File: src/rtl/mem_arb_pkg.sv
// ============================================================================
// Module : mem_arb_pkg
// Brief  : Shared types and constants for the unified memory arbiter.
// Rev    : 1.0  initial release
// ============================================================================
`default_nettype none

package mem_arb_pkg;

  typedef enum logic [1:0] {
    OWN_NONE = 2'd0,
    OWN_I    = 2'd1,
    OWN_D    = 2'd2
  } owner_t;

  // Byte-to-word address shift for 32-bit words
  localparam int WORD_OFF = 2;

endpackage

`default_nettype wire

File: src/rtl/mem_arb_starve_ctr.sv
// ============================================================================
// Module : mem_arb_starve_ctr
// Brief  : Counts consecutive fetch losses; raises force_i at STARVE_MAX.
// Rev    : 1.0  initial release
// ============================================================================
`default_nettype none

module mem_arb_starve_ctr #(
  parameter int STARVE_MAX = 4
) (
  input  logic clk,
  input  logic rstn,
  input  logic i_req,
  input  logic i_gnt,
  output logic force_i
);

  localparam int CNT_W = (STARVE_MAX < 1) ? 1 : $clog2(STARVE_MAX + 1);
  localparam logic [CNT_W-1:0] C_MAX = CNT_W'(STARVE_MAX);

  logic [CNT_W-1:0] r_cnt;

  always_ff @(posedge clk) begin
    if (!rstn) begin
      r_cnt <= '0;
    end else if (!i_req || i_gnt) begin
      r_cnt <= '0;
    end else if (r_cnt != C_MAX) begin
      r_cnt <= r_cnt + 1'b1;
    end
  end

  assign force_i = i_req && (r_cnt == C_MAX);

endmodule

`default_nettype wire

File: src/rtl/unified_mem_arbiter.sv
// ============================================================================
// Module : unified_mem_arbiter
// Brief  : Shares one single-port sync RAM between fetch (I) and load/store
//          (D) ports, D-over-I priority. Optional starvation guard is enabled
//          with macro MEM_ARB_STARVE_GUARD_EN.
// Rev    : 1.0  initial release
// ============================================================================
`default_nettype none

module unified_mem_arbiter
  import mem_arb_pkg::*;
#(
  parameter int ADDR_W     = 32,
  parameter int DATA_W     = 32,
  parameter int STARVE_MAX = 4
) (
  input  logic                  clk,
  input  logic                  rstn,
  input  logic                  i_req,
  input  logic [ADDR_W-1:0]     i_addr,
  output logic                  i_gnt,
  output logic                  i_rvalid,
  output logic [DATA_W-1:0]     i_rdata,
  input  logic                  d_req,
  input  logic                  d_we,
  input  logic [ADDR_W-1:0]     d_addr,
  input  logic [DATA_W-1:0]     d_wdata,
  input  logic [DATA_W/8-1:0]   d_be,
  output logic                  d_gnt,
  output logic                  d_rvalid,
  output logic [DATA_W-1:0]     d_rdata,
  output logic                  mem_en,
  output logic                  mem_we,
  output logic [DATA_W/8-1:0]   mem_be,
  output logic [ADDR_W-3:0]     mem_addr,
  output logic [DATA_W-1:0]     mem_wdata,
  input  logic [DATA_W-1:0]     mem_rdata
);

  owner_t r_owner;
  owner_t w_owner_nxt;
  logic   w_force_i;

  // Byte offset bits are the requester's concern
  logic w_unused_addr_lsbs;
  assign w_unused_addr_lsbs = ^{i_addr[WORD_OFF-1:0], d_addr[WORD_OFF-1:0]};

`ifdef MEM_ARB_STARVE_GUARD_EN
  mem_arb_starve_ctr #(
    .STARVE_MAX (STARVE_MAX)
  ) u_starve_ctr (
    .clk     (clk),
    .rstn    (rstn),
    .i_req   (i_req),
    .i_gnt   (i_gnt),
    .force_i (w_force_i)
  );
`else
  localparam int c_unused_starve_max = STARVE_MAX;
  assign w_force_i = 1'b0;
`endif

  always_ff @(posedge clk) begin
    if (!rstn) begin
      r_owner <= OWN_NONE;
    end else begin
      r_owner <= w_owner_nxt;
    end
  end

  always_comb begin
    i_gnt       = 1'b0;
    d_gnt       = 1'b0;
    mem_en      = 1'b0;
    mem_we      = 1'b0;
    mem_be      = '0;
    mem_addr    = '0;
    mem_wdata   = '0;
    i_rvalid    = 1'b0;
    i_rdata     = '0;
    d_rvalid    = 1'b0;
    d_rdata     = '0;
    w_owner_nxt = OWN_NONE;

    if (rstn) begin
      d_gnt = d_req && !w_force_i;
      i_gnt = i_req && (!d_req || w_force_i);

      if (d_gnt) begin
        mem_en    = 1'b1;
        mem_we    = d_we;
        mem_be    = d_we ? d_be : '1;
        mem_addr  = d_addr[ADDR_W-1:WORD_OFF];
        mem_wdata = d_we ? d_wdata : '0;
        if (!d_we) begin
          w_owner_nxt = OWN_D;
        end
      end else if (i_gnt) begin
        mem_en      = 1'b1;
        mem_be      = '1;
        mem_addr    = i_addr[ADDR_W-1:WORD_OFF];
        w_owner_nxt = OWN_I;
      end

      // Response returning from last cycle's read; a read pending across reset is dropped
      case (r_owner)
        OWN_I: begin
          i_rvalid = 1'b1;
          i_rdata  = mem_rdata;
        end
        OWN_D: begin
          d_rvalid = 1'b1;
          d_rdata  = mem_rdata;
        end
        default: ;
      endcase
    end
  end

endmodule

`default_nettype wire

File: config.mk
export PLATFORM = sky130hd
export DESIGN_NAME = unified_mem_arbiter
export DESIGN_NICKNAME = d
export VERILOG_FILES = /design/src/rtl/mem_arb_pkg.sv /design/src/rtl/mem_arb_starve_ctr.sv /design/src/rtl/unified_mem_arbiter.sv
export SDC_FILE = /design/constraint.sdc
export NUM_CORES = 1
export LEC_CHECK = 0
export BUFFER_PORTS_ARGS = -buffer_cell sky130_fd_sc_hd__buf_4
export CAP_MARGIN = 20
export CORE_AREA = 8 8 99 101
export CTS_CLUSTER_SIZE = 10
export DETAILED_ROUTE_END_ITERATION = 8
export DIE_AREA = 0 0 107 109
export PLACE_DENSITY = 0.67
export SYNTH_ARGS = -nofsm -noshare
export SYNTH_HDL_FRONTEND = slang
export SYNTH_SLANG_ARGS = --single-unit
File: constraint.sdc
create_clock -name clk -period 0.9 [get_ports clk]
set_input_delay 0.135 -clock clk [delete_from_list [all_inputs] [get_ports clk]]
set_output_delay 0.135 -clock clk [all_outputs]
set_load 0.02 [all_outputs]
==> results.sh, run 1 <==
export IMPL_status="complete, but fails checks"
export IMPL_failed_checks="setup timing"
export IMPL_peakVddDrop_uv=301
export IMPL_clkPwrFrac_pct=13.8
export IMPL_cp_slowest_cell="dfxtp_4"
export IMPL_cp_end_kind="output port"
export IMPL_dieArea_um2=11700
export IMPL_whs_ns=0.217
export IMPL_timing_max_cap_violations=0
export IMPL_intPower_mw=1.56
export IMPL_antenna_found_initial=0
export IMPL_via_per_inst=4.54
export IMPL_switching_power_mw=0.950
export IMPL_crit_arrival_ns=1.19
export IMPL_cts_hold_buf=0
export IMPL_clock_sinks=2
export IMPL_place_hpwl_um=8070
export IMPL_fillers=691
export IMPL_synthesis_area_um2=1240
export IMPL_cp_data_required_time_ns=0.76
export IMPL_yosysSeqAreaShare_pct=3.23
export IMPL_largest_reg_flops=2
export IMPL_min_path_cells=3
export IMPL_period_share_pct=147
export IMPL_worst_slew_pin_slew_ns=0.213
export IMPL_max_stage_delay_ns=0.34
export IMPL_synthDistinctLibCells=17
export IMPL_initial_core_util_pct=14.8
export IMPL_min_to="r_owner[1]$_SDFF_PN0_"
export IMPL_hold_start="d_we"
export IMPL_clock_path_buffers=2
export IMPL_fin_cells=598
export IMPL_syn_inst=202
export IMPL_rsz0062_at_grt="true"
export IMPL_clk_pin_slew_ns=0.03
export IMPL_vias=2714
export IMPL_layout_nets=629
export IMPL_gp_congestion=0.791
export IMPL_top_regs="r_owner: 2 flops"
export IMPL_finalSetupViolations=136
export IMPL_grt_usage_pct=17.7
export IMPL_hold_viol=0
export IMPL_cts_tree="built"
export IMPL_final_common_cell="buf_6"
export IMPL_layout_drive_gt1_share_pct=90.6
export IMPL_setup_slack_ns=-0.421
export IMPL_finalWirelength_um=11400
export IMPL_worstPathCellList="buf_4 > nand2b_4 > buf_12 > nor2_2 > buf_6"
export IMPL_die_h_um=109
export IMPL_p_comb_share_pct=82.4
export IMPL_io_buffers=268
export IMPL_dpl_instance_area_um2=3870
export IMPL_antenna_left=0
export IMPL_cts_buffers=3
export IMPL_power_share_switching_pct=37.8
export IMPL_antenna_cells=0
export IMPL_fmax_ghz=0.757
export IMPL_setup_tns_ns=-37.87
export IMPL_synth_nets=339
export IMPL_first_pass_iters=5
export IMPL_drv_slew=0
export IMPL_drtIter0Drc=64
export IMPL_avgSynthCellArea_um2=6.14
export IMPL_grt_max_degree=21
export IMPL_cts_root_buf="clkbuf_8"
export IMPL_pwr_share_seq_pct=3.8
export IMPL_drcViolationCount=0
export IMPL_die_width_um=107
export IMPL_ios=273
export IMPL_period_minus_slack_ns=1.32
export IMPL_power_leakage_nw=2.46
export IMPL_stdcell_area_um2=4950
export IMPL_yosys_warnings=0
export IMPL_synth_seq_cells=2
export IMPL_syn_to_final_growth_pct=299
export IMPL_std_cell_rows=34
export IMPL_placedCellCount=572
export IMPL_cp_start_kind="flop"
export IMPL_core_area_um2=8380
export IMPL_h_tree_depth=1
export IMPL_largest_register="r_owner"
export IMPL_cp_max_fo=10
export IMPL_slew_headroom_pct=85.8
export IMPL_grt_pass1_wl_um=16300
export IMPL_hold_class="in -> reg"
export IMPL_grt_pass1_vias=3025
export IMPL_grt_overflow_total=0
export IMPL_wl_per_cell_um=19.1
export IMPL_path_class="reg -> out"
export IMPL_final_cell_mix="buf_6, buf_4, nor2_4, and2_4, nand2_1"
export IMPL_pwr_density_cell_nw_per_um2=507
layer usage:
layer | vias to the layer above | routed length [um] | global-route usage (%) | share of wire, %
met5 | - | 0 | 0 | 0
met1 | 1260 | 3850 | 16.4 | 34
met4 | 0 | 108 | 1.41 | 0.94
met2 | 171 | 6210 | 35.6 | 54
met3 | 6 | 1280 | 7.86 | 11
li1 | 1277 | - | - | -
Yosys cell counts:
library cell,instances,area [um^2]
a32o_1,10,100
and2_1,35,219
nand2b_1,2,12.5
buf_6,11,124
a32o_2,20,225
and3_1,4,25.0
inv_1,1,3.75
nor2b_1,4,25.0
nand2_1,31,116
o21a_1,5,37.5
buf_2,9,45.0
buf_4,1,7.51
nor2_1,62,233
clkbuf_2,1,5.00
dfxtp_1,2,40.0
clkbuf_1,3,11.3
and3_4,1,11.3
worst max-delay path by stage:
stage,from,endpoint,cells after the start
3_5_place_dp,d_req,mem_addr[9],5
6_report,r_owner[0]$_SDFF_PP0_,i_rdata[11],5
3_3_place_gp,d_req,mem_addr[9],5
5_1_grt,r_owner[0]$_SDFF_PP0_,i_rdata[16],5
2_1_floorplan,r_owner[0]$_SDFF_PP0_,d_rdata[0],3
4_1_cts,r_owner[0]$_SDFF_PP0_,d_rdata[21],4
worst max-delay path: cells and delay by family (launching register included):
kind	cells	cell delay, ns
AND/OR/NAND/NOR	2	0.22
buffers and inverters	3	0.42
flip-flops	1	0.34
timing repair:
action,in CTS,in global routing
pin swaps,72,15
gates cloned,12,2
buffers inserted,7,4
gates resized for setup,172,15
endpoints found under the setup margin,136,135
power by group through the flow:
stage / sequential [mW] / combinational [mW] / clock, mW
floorplan: 0.0963 / 0.780 / 0
global placement: 0.0982 / 1.61 / 0
detailed placement: 0.0988 / 1.62 / 0
CTS: 0.0962 / 2.02 / 0.360
global route: 0.0978 / 2.17 / 0.378
finish: 0.0966 / 2.07 / 0.346
logic make-up (layout without fill, tap and decap cells):
| kind of cell | count (synthesis) | in the layout | synth area share (%) |
|---|---|---|---|
| flip-flops | 2 | 2 | 3.23 |
| AND/OR/NAND/NOR | 139 | 143 | 51.7 |
| buffers and inverters | 26 | 310 | 15.8 |
| AO/OA/AOI/OAI | 35 | 35 | 29.2 |
area by class of cell:
class                      instances  area, um^2  share of cell area (%)
sequential                         2        45.0                   0.910
timing repair buffer             306        3210                    64.8
clock buffer                       3        41.3                   0.835
multi-input combinational        178        1520                    30.6
inverter                           1        3.75                  0.0759
tap                              108         135                    2.73
stage by stage:
stage	utilization [%]	worst slack [ns]	total power, mW
2_1_floorplan	-	-0.118	0.876
3_3_place_gp	46.1	-0.255	1.71
3_5_place_dp	46.1	-0.273	1.72
4_1_cts	57.6	-0.419	2.48
5_1_grt	59.0	-0.467	2.65
6_report	59.0	-0.421	2.51
Note: power is estimated with default switching activity, not from simulation.
==> inputs of run 2 (changes only) <==
Settings changed: CORE_AREA 8 8 99 101 to 2 2 104 106, DIE_AREA 0 0 107 109 to 0 0 106 108, PLACE_DENSITY 0.67 to 0.58, TNS_END_PERCENT from default to 30.
==> run 2 against run 1 <==
  * The flow still finishes with violations (setup timing)
  * Core utilization decreased by 16 points
  * Power shrank 12%
  * Worst setup slack gained 0.011 ns
  * Combinational power down 14%
  * Hold slack worse by 0.029 ns
  * Highest routed layer unchanged
==> results.sh, run 2 (synthesis gave the netlist of run 1 again) <==
export IMPL_status="complete, but fails checks"
export IMPL_failed_checks="setup timing"
export IMPL_grt_overflow_total=0
export IMPL_antenna_cells=0
export IMPL_ios=273
export IMPL_largest_register="r_owner"
export IMPL_cts_hold_buf=0
export IMPL_setup_slack_ns=-0.410
export IMPL_path_class="reg -> out"
export IMPL_crit_family="flip-flops"
export IMPL_cp_data_required_time_ns=0.76
export IMPL_grt_pass1_vias=2399
export IMPL_crit_arrival_ns=1.17
export IMPL_vias=2487
export IMPL_wl_per_cell_um=13.8
export IMPL_seqCellArea_um2=45.0
export IMPL_cts_root_buf="clkbuf_8"
export IMPL_top_regs="r_owner: 2 flops"
export IMPL_worst_path_buf_inv=2
export IMPL_worstPathCellList="nand2b_4 > clkbuf_16 > nor2_2 > buf_4"
export IMPL_gp_congestion=0.740
export IMPL_cp_depth=4
export IMPL_period_minus_slack_ns=1.31
export IMPL_slew_headroom_pct=83.0
export IMPL_core_area_um2=10200
export IMPL_hold_viol=0
export IMPL_min_path_cells=3
export IMPL_multi_input_area_um2=1430
export IMPL_syn_to_final_growth_pct=256
export IMPL_io_buffers=268
export IMPL_cts_tree="built"
export IMPL_die_width_um=106
export IMPL_period_share_pct=146
export IMPL_peakVddDrop_uv=309
export IMPL_cp_max_fo=5
export IMPL_h_tree_depth=1
export IMPL_power_leakage_nw=2.20
export IMPL_clock_sinks=2
export IMPL_hold_class="in -> reg"
export IMPL_clock_path_buffers=2
export IMPL_drcViolationCount=0
export IMPL_clk_pin_slew_ns=0.03
export IMPL_die_h_um=108
export IMPL_antenna_found_initial=0
export IMPL_dpl_instance_area_um2=3800
export IMPL_place_hpwl_um=6700
export IMPL_dieArea_um2=11400
export IMPL_via_per_inst=4.10
export IMPL_grt_max_degree=36
export IMPL_worst_slew_pin_slew_ns=0.255
export IMPL_drv_slew=0
export IMPL_grt_usage_pct=12.6
export IMPL_rsz0062_at_grt="true"
export IMPL_initial_core_util_pct=12.1
export IMPL_fillers=997
export IMPL_timing_max_cap_violations=0
export IMPL_pwr_density_cell_nw_per_um2=500
export IMPL_layout_nets=610
export IMPL_antenna_left=0
export IMPL_max_stage_delay_ns=0.33
export IMPL_cp_start_kind="flop"
export IMPL_stdcell_area_um2=4420
export IMPL_first_pass_iters=4
export IMPL_drtIter0Drc=84
export IMPL_crit_start="r_owner[1]$_SDFF_PN0_"
export IMPL_layout_drive_gt1_share_pct=83.7
export IMPL_largest_reg_flops=2
export IMPL_cp_end_kind="output port"
export IMPL_std_cell_rows=37
export IMPL_report_power_total_mw=2.21
export IMPL_final_cell_mix="buf_4, buf_6, nor2_4, and2_1, nand2_1"
export IMPL_fmax_ghz=0.764
export IMPL_finalSetupViolations=135
export IMPL_finalWirelength_um=8370
export IMPL_cp_slowest_cell="dfxtp_2"
export IMPL_cts_buffers=3
export IMPL_final_common_cell="buf_4"
export IMPL_grt_pass1_wl_um=11800
export IMPL_endpoint="i_rdata[18]"
==> run 2: power by group <==
group	switching, mW	total [mW]	internal, mW
clock network	0.0660	0.348	0.282
logic	0.797	1.77	0.969
registers	0.00487	0.0968	0.0919
total	0.868	2.21	1.34
==> run 2: layer usage <==
metal	part of all wire [%]	wire length, um	GRT usage [%]
met5	0	0	0
met4	0.33	28	0.940
met3	9.5	798	4.16
met2	53	4450	25.0
met1	37	3090	13.4
==> run 2: worst min-delay path by stage <==
stage | startpoint | endpoint | slack (ns)
floorplan | d_we | r_owner[1]$_SDFF_PN0_ | 0.21
finish | d_we | r_owner[1]$_SDFF_PN0_ | 0.19
global placement | d_we | r_owner[1]$_SDFF_PN0_ | 0.43
detailed placement | d_we | r_owner[1]$_SDFF_PN0_ | 0.42
CTS | d_we | r_owner[1]$_SDFF_PN0_ | 0.19
global route | d_we | r_owner[1]$_SDFF_PN0_ | 0.20
==> run 2: cell type report <==
cell class,count,share of cell area [%]
Clock buffer,3,0.933
Inverter,1,0.0848
Multi-Input combinational cell,174,32.4
Sequential cell,2,1.02
Tap cell,136,3.85
Timing Repair Buffer,291,61.7
==> run 2: metrics by stage <==
| step | util, % | setup TNS [ns] | hold WS, ns | setup slack, ns | std cells |
|---|---|---|---|---|---|
| after floorplan | - | -9.99 | 0.207 | -0.118 | 202 |
| after global placement | 37.1 | -28.47 | 0.429 | -0.273 | 600 |
| after detailed placement | 37.1 | -30.05 | 0.418 | -0.274 | 600 |
| after CTS | 41.6 | -36.91 | 0.188 | -0.436 | 605 |
| after global routing | 43.2 | -41.52 | 0.197 | -0.454 | 607 |
| final | 43.2 | -36.44 | 0.188 | -0.410 | 607 |
==> run 2: repair_timing <==
item	CTS	global route
resized for setup	104	31
gates cloned	1	2
setup endpoints to repair	136	135
pin swaps	7	30
endpoints found under the hold margin	0	0
setup buffers	1	0
